### src/rtl/pipe_hazard_ctrl.sv
// Hazard controller for the five-stage pipeline: PC/IF-ID enables, bubbles, flushes,
// EX operand forwarding selects and a saturating stall/flush cycle counter.
module pipe_hazard_ctrl #(
  parameter int unsigned LOAD_STALLS = 1
) (
  input  logic        clk,
  input  logic        rst,
  input  logic [2:0]  id_rs1_i,
  input  logic [2:0]  id_rs2_i,
  input  logic        id_use_rs1_i,
  input  logic        id_use_rs2_i,
  input  logic        id_cond_br_i,
  input  logic        id_redirect_i,
  input  logic        id_ret_i,
  input  logic [2:0]  ex_dest_i,
  input  logic        ex_regWrite_i,
  input  logic        ex_LDM_i,
  input  logic        ex_flagWr_i,
  input  logic [2:0]  ex_rs1_i,
  input  logic [2:0]  ex_rs2_i,
  input  logic [2:0]  mem_dest_i,
  input  logic        mem_regWrite_i,
  input  logic        mem_LDM_i,
  input  logic [2:0]  wb_dest_i,
  input  logic        wb_regWrite_i,
  output logic        pcEnb_o,
  output logic        ifIdEnb_o,
  output logic        ifIdFlush_o,
  output logic        idExBubble_o,
  output logic [1:0]  fwdA_o,
  output logic [1:0]  fwdB_o,
  output logic [15:0] stallCount_o
);

  typedef enum logic [1:0] {StRun, StLdStall, StFlagStall, StRetWait} state_e;

  localparam logic [2:0] LdReload = 3'(LOAD_STALLS - 1);

  state_e      state_q, state_d;
  logic [2:0]  cnt_q, cnt_d;
  logic [15:0] stall_cnt_q, stall_cnt_d;
  logic        ld_haz, fl_haz;

  assign ld_haz = ex_LDM_i & ex_regWrite_i &
                  ((id_use_rs1_i & (id_rs1_i == ex_dest_i)) |
                   (id_use_rs2_i & (id_rs2_i == ex_dest_i)));
  assign fl_haz = id_cond_br_i & ex_flagWr_i;

  always_comb begin
    state_d      = state_q;
    cnt_d        = cnt_q;
    pcEnb_o      = 1'b1;
    ifIdEnb_o    = 1'b1;
    ifIdFlush_o  = 1'b0;
    idExBubble_o = 1'b0;
    case (state_q)
      StRun: begin
        if (ld_haz) begin
          pcEnb_o      = 1'b0;
          ifIdEnb_o    = 1'b0;
          idExBubble_o = 1'b1;
          if (LOAD_STALLS > 1) begin
            cnt_d   = LdReload;
            state_d = StLdStall;
          end
        end else if (fl_haz) begin
          pcEnb_o      = 1'b0;
          ifIdEnb_o    = 1'b0;
          idExBubble_o = 1'b1;
          state_d      = StFlagStall;
        end else if (id_ret_i) begin
          // Stack output is registered: hold the PC one cycle before loading it.
          pcEnb_o     = 1'b0;
          ifIdFlush_o = 1'b1;
          state_d     = StRetWait;
        end else if (id_redirect_i) begin
          ifIdFlush_o = 1'b1;
        end
      end
      StLdStall: begin
        pcEnb_o      = 1'b0;
        ifIdEnb_o    = 1'b0;
        idExBubble_o = 1'b1;
        cnt_d        = cnt_q - 3'd1;
        if (cnt_q == 3'd1) state_d = StRun;
      end
      StFlagStall: begin
        pcEnb_o      = 1'b0;
        ifIdEnb_o    = 1'b0;
        idExBubble_o = 1'b1;
        state_d      = StRun;
      end
      StRetWait: begin
        ifIdFlush_o  = 1'b1;
        idExBubble_o = 1'b1;
        state_d      = StRun;
      end
      default: state_d = StRun;
    endcase
  end

  function automatic logic [1:0] fwd_sel(input logic [2:0] rs);
    if (mem_regWrite_i && !mem_LDM_i && (rs == mem_dest_i)) return 2'b01;
    if (wb_regWrite_i && (rs == wb_dest_i)) return 2'b10;
    return 2'b00;
  endfunction

  assign fwdA_o = fwd_sel(ex_rs1_i);
  assign fwdB_o = fwd_sel(ex_rs2_i);

  always_comb begin
    stall_cnt_d = stall_cnt_q;
    if ((!pcEnb_o || ifIdFlush_o) && (stall_cnt_q != 16'hFFFF)) begin
      stall_cnt_d = stall_cnt_q + 16'd1;
    end
  end

  assign stallCount_o = stall_cnt_q;

  always_ff @(posedge clk or posedge rst) begin
    if (rst) begin
      state_q     <= StRun;
      cnt_q       <= 3'd0;
      stall_cnt_q <= 16'd0;
    end else begin
      state_q     <= state_d;
      cnt_q       <= cnt_d;
      stall_cnt_q <= stall_cnt_d;
    end
  end

endmodule
### config.mk
export PLATFORM = sky130hd
export DESIGN_NAME = pipe_hazard_ctrl
export DESIGN_NICKNAME = d
export VERILOG_FILES = /design/src/rtl/pipe_hazard_ctrl.sv
export SDC_FILE = /design/constraint.sdc
export NUM_CORES = 1
export LEC_CHECK = 0
export ABC_AREA = 0
export BUFFER_PORTS_ARGS = -buffer_cell sky130_fd_sc_hd__buf_2
export CORE_ASPECT_RATIO = 1.5
export CORE_MARGIN = 1.5
export CORE_UTILIZATION = 40
export DETAILED_ROUTE_END_ITERATION = 10
export PLACE_DENSITY_LB_ADDON = 0.2
export SKIP_CTS_REPAIR_TIMING = 1
export SLEW_MARGIN = 20
export SYNTH_ARGS = -nofsm -noshare
export SYNTH_HDL_FRONTEND = slang
export SYNTH_SLANG_ARGS = --single-unit
### constraint.sdc
create_clock -name clk -period 5.2 [get_ports clk]
set_input_delay 0.78 -clock clk [delete_from_list [all_inputs] [get_ports clk]]
set_output_delay 0.78 -clock clk [all_outputs]
set_load 0.005 [all_outputs]
Word-level counts from Yosys, hierarchy flattened

Cells that the tools add are included.

Input bits: 34
Bits in registers: 21
Word-level logic and storage cells: 73
Output and inout port bits: 24

Bitwise logic cells: 6
Equality and inequality tests: 14
Reduce and logical (&&, ||, !) cells: 14
Multiplexer cells: 34
Add/subtract/negate cells: 2

Operator list:

| kind                  | number |
|---|---|
| $mux 2                | 12 |
| $eq 3x3->1            | 6 |
| $mux 1                | 17 |
| $add 16x1->16 const B | 1 |
| $ne 16x16->1 const B  | 1 |
| $pmux 1 s2            | 4 |
| $logic_and 1x1->1     | 6 |
| $pmux 2 s3            | 1 |
| $and 1x1->1           | 5 |
| $eq 2x2->1 const B    | 2 |
| $ne 2x2->1 const B    | 2 |
| $reduce_or 2->1       | 2 |
| $eq 3x1->1 const B    | 1 |
| $ne 3x3->1 const B    | 1 |
| $reduce_and 3->1      | 1 |
| $reduce_or 3->1       | 1 |
| $sub 3x1->3 const B   | 1 |
| $eq 2x1->1 const B    | 1 |
| $logic_not 1->1       | 2 |
| $logic_not 2->1       | 1 |
| $logic_or 1x1->1      | 1 |
| $or 1x1->1            | 1 |

Longest topological paths before layout

Depth after elaboration: 9
Depth in mapped cells: 9
Mapped depth without buffers: 8

Worst setup path before layout

Ideal clock, no wire load.

Path kind: input to output
From: in id_rs1_i[1]
To: out pcEnb_o
Setup slack: 2.972 ns
Data required time: 4.420 ns
Path buffers: 0
Stages: 5
Data arrival time: 1.448 ns
Cell sequence: xnor2_1 nand4_1 a21o_1 a21oi_1 inv_1

Cells in the longest elaborated chain, start to end: 6

Ends and longest elaborated chain:

| item               | RTL line | text |
|---|---|---|
| start: declaration | 8        | `input logic [2:0] id_rs1_i,` |
| $eq 3x3->1         | 45       | `((id_use_rs1_i & (id_rs1_i == ex_dest_i)) \|` |
| $and 1x1->1        | 45       |  |
| $or 1x1->1         | 45       |  |
| $and 1x1->1        | 44       | `assign ld_haz = ex_LDM_i & ex_regWrite_i &` |
| $mux 1             | 58       | `if (ld_haz) begin` |
| $pmux 1 s2         | 56       | `case (state_q)` |
| end: declaration   | 26       | `output logic pcEnb_o,` |

No other way between the ends.

Worst setup path in the final report

From: reg state_q[0]
To: out ifIdFlush_o

Cells in the longest elaborated chain, start to end: 2
Elaborated cells between the ends (all ways): 3
Those cells by class: eq/ne: 1; mux: 1; reduce/logical: 1

Ends and longest elaborated chain:

| item                                                 | RTL line | text |
|---|---|---|
| start: declaration                                   | 39       | `state_e state_q, state_d;` |
| start signal: assignment                             | 122      | `state_q <= StRun;` |
| start signal: assignment                             | 126      | `state_q <= state_d;` |
| $eq 2x2->1 / $logic_not 2->1 (equally long branches) | 56       |  |
| $pmux 1 s2 (*)                                       | 56       |  |
| end: declaration                                     | 28       | `output logic ifIdFlush_o,` |

Every way passes the cells marked *; elsewhere a longest branch is shown, timed or not.

==> impl_metrics.tcl <==
set metrics [dict create \
    yosysUniqueCellTypes 32 \
    yosysSeqAreaShare 0.378 \
    finalNonFillerCells 249 \
    hold_slack_ns 0.476 \
    vias 1266 \
    syn_area_per_cell_um2 9.45 \
    grt.total_usage 0.170 \
    yosysWarnings 0 \
    place_area_um2 1720 \
    rrSetupSlack_ns 2.88 \
    start_kind "flop" \
    finalNetCount 249 \
    grt-ovfl-total 0 \
    dieWidth_um 51.1 \
    synth-edff-count 0 \
    power_uw 734 \
    synth_ff_type "dfrtp_1" \
    finalSetupViolations 0 \
    path_class "flop to output pin" \
    synth_top_area_cell "dfrtp_1" \
    fmax_ghz 0.386 \
    worst-path-max-fanout 5 \
    core_um2 3350 \
    required_ns 4.42 \
    pin_count 58 \
    async_flop_share 1.00 \
    hold_violations 0 \
    dr.pass1.iters 4 \
    grt_max_degree 22 \
    crit_start "state_q[0]" \
    root_buffer "clkbuf_8" \
    fin_skew_ns 0.00136 \
    routed_wl_um 3060 \
    antenna_found_initial 0 \
    crit_end "ifIdFlush_o" \
    initial_core_util 0.414 \
    wl_per_cell_um 12.3 \
    critPathArrivalTime_ns 1.81 \
    slew_headroom 0.469 \
    die-area_um2 3840 \
    cts_inserted_buffers 3 \
    dp_cells 245 \
    routed_via_density 5.08 \
    synth.most_common_cell "dfrtp_1" \
    reg2reg_to "stallCount_o[1]" \
    powerDensity_nw_per_um2 417 \
    hpwl_um 2530 \
    clk_latency_ns 0.26 \
    clk_path_buf_depth 2 \
    postLayoutCellArea_um2 1760 \
    io_buffers 57 \
    synth_cells 147 \
    synth.top_cell.area_share 0.378 \
    ys_seq_elements 21 \
    path_cells "inv_1 -> ha_1 -> a21bo_1 -> o21a_1 -> a211oi_1 -> buf_2" \
    cts_htree_levels 1 \
    met3_usage 0.0179 \
    diodes 0 \
    r2r_start "state_q[0]" \
    clock-sinks 21 \
    min_path_type "flop to flop" \
    finalCritPeriodShare 0.498 \
    cts.clk_slew.worst_paths_ns 0.08 \
    status "complete, no violations" \
    grt_pass1_vias 1232 \
    synth_common_cells "dfrtp_1 (21), xor2_1 (19), xnor2_1 (15)" \
    max-vdd-ir-drop_uv 239 \
    syn_area_um2 1390 \
    grt_first_pass_wirelength_um 5040 \
    drive_gt1_frac 0.353 \
    slowest_stage "dfrtp_1" \
    drc_errors 0 \
    synth.area.top_cells "dfrtp_1 (38%), xor2_1 (12%), xnor2_1 (9.5%)" \
    grt_util_met2 0.336 \
    fin_setup_tns_ns 0 \
    num_rows 26 \
    rsz0062_at_grt "false" \
    ant_nets 0 \
    place_congestion 0.780 \
    tightestPinTransition_ns 0.796 \
    maxCapViolations 0 \
    endpoint_kind "output pin" \
    critPathMaxStageDelay_ns 0.40 \
    cts_tree "built" \
    synth_nets 188 \
    grt_use_met1 0.174 \
    grt_busiest_layer "met2" \
    drt_iter0_markers 18 \
    drv_slew 0 \
    die_h_um 75.2 \
    areaGrowthSynthToFinish_pct 26.8 \
    r2r_cells 7 \
    fin_crit_ns 2.59 \
    p_leak_nw 0.884 \
]
placed cells by master, fill, tap and decap left out, types with 2 or more instances in the layout:
cell      instances
nor2_1           11
clkbuf_8          3
buf_2            57
xor2_1           19
nor3_1            3
o21ai_2           2
inv_1             9
and3_1            2
ha_1              7
nand3_1           9
nor2_2            8
dfrtp_1          21
nand4_1           5
a21oi_1           3
xnor2_1          15
and4_1            2
nor4_1            2
o21ai_0           3
nand2b_1          3
nand2_1           9
report_power, final:
group,internal [mW],total [mW],switching [mW]
Sequential,0.212,0.258,0.0461
Clock,0.0534,0.108,0.0548
Combinational,0.166,0.368,0.201
Total,0.432,0.734,0.302
cell families (layout without fill, tap and decap cells):
family | Yosys count | count (layout) | synth area share
xor+xnor | 34 | 34 | 0.214
flops | 21 | 21 | 0.378
mux | 1 | 1 | 0.0108
compound gates | 18 | 18 | 0.0901
fa+ha+maj | 7 | 7 | 0.0631
simple gates | 56 | 56 | 0.211
buf+inv | 10 | 70 | 0.0324
worst max-delay path: cells and delay by family (launching register included):
kind | cells | cell delay [ns]
AOI/OAI and AO/OA | 3 | 0.67
DFF | 1 | 0.40
adders and majority gates | 1 | 0.23
buffers and inverters | 2 | 0.24
worst min path at each step:
stage	startpoint	to	slack, ns	cells after the start
after floorplan	cnt_q[2]	cnt_q[2]	0.44	1
after global placement	cnt_q[2]	cnt_q[2]	0.45	1
after detailed placement	cnt_q[2]	cnt_q[2]	0.47	1
after CTS	cnt_q[2]	cnt_q[2]	0.49	1
after global routing	cnt_q[2]	cnt_q[2]	0.49	1
final	cnt_q[2]	cnt_q[2]	0.48	1
final cells by class:
| cell class | instances | area (um2) |
|---|---|---|
| multi-input cells | 116 | 818 |
| inverters | 9 | 33.8 |
| fillers | 321 | 1590 |
| repair buffers | 57 | 285 |
| clock buffers | 3 | 41.3 |
| clock inverters | 1 | 5.00 |
| well taps | 42 | 52.6 |
| flip-flops and latches | 21 | 526 |
per-layer routing:
layer | wire [um] | vias up | part of all wire
met2 | 1650 | 42 | 0.54
met5 | 0 | - | 0
met1 | 1200 | 603 | 0.39
li1 | - | 616 | -
met4 | 53 | 0 | 0.017
met3 | 147 | 5 | 0.048
stage by stage:
step	setup WS, ns	util
final	2.61	0.526
after global routing	2.47	0.526
after CTS	2.60	0.526
after detailed placement	2.63	0.512
after global placement	2.67	0.512
after floorplan	2.97	-
flip-flops by register name, indices dropped and copies added, names as in the netlist:
register,count
stallCount_o,16
state_q,2
cnt_q,3
No activity file was read; power rests on OpenSTA's default activity.
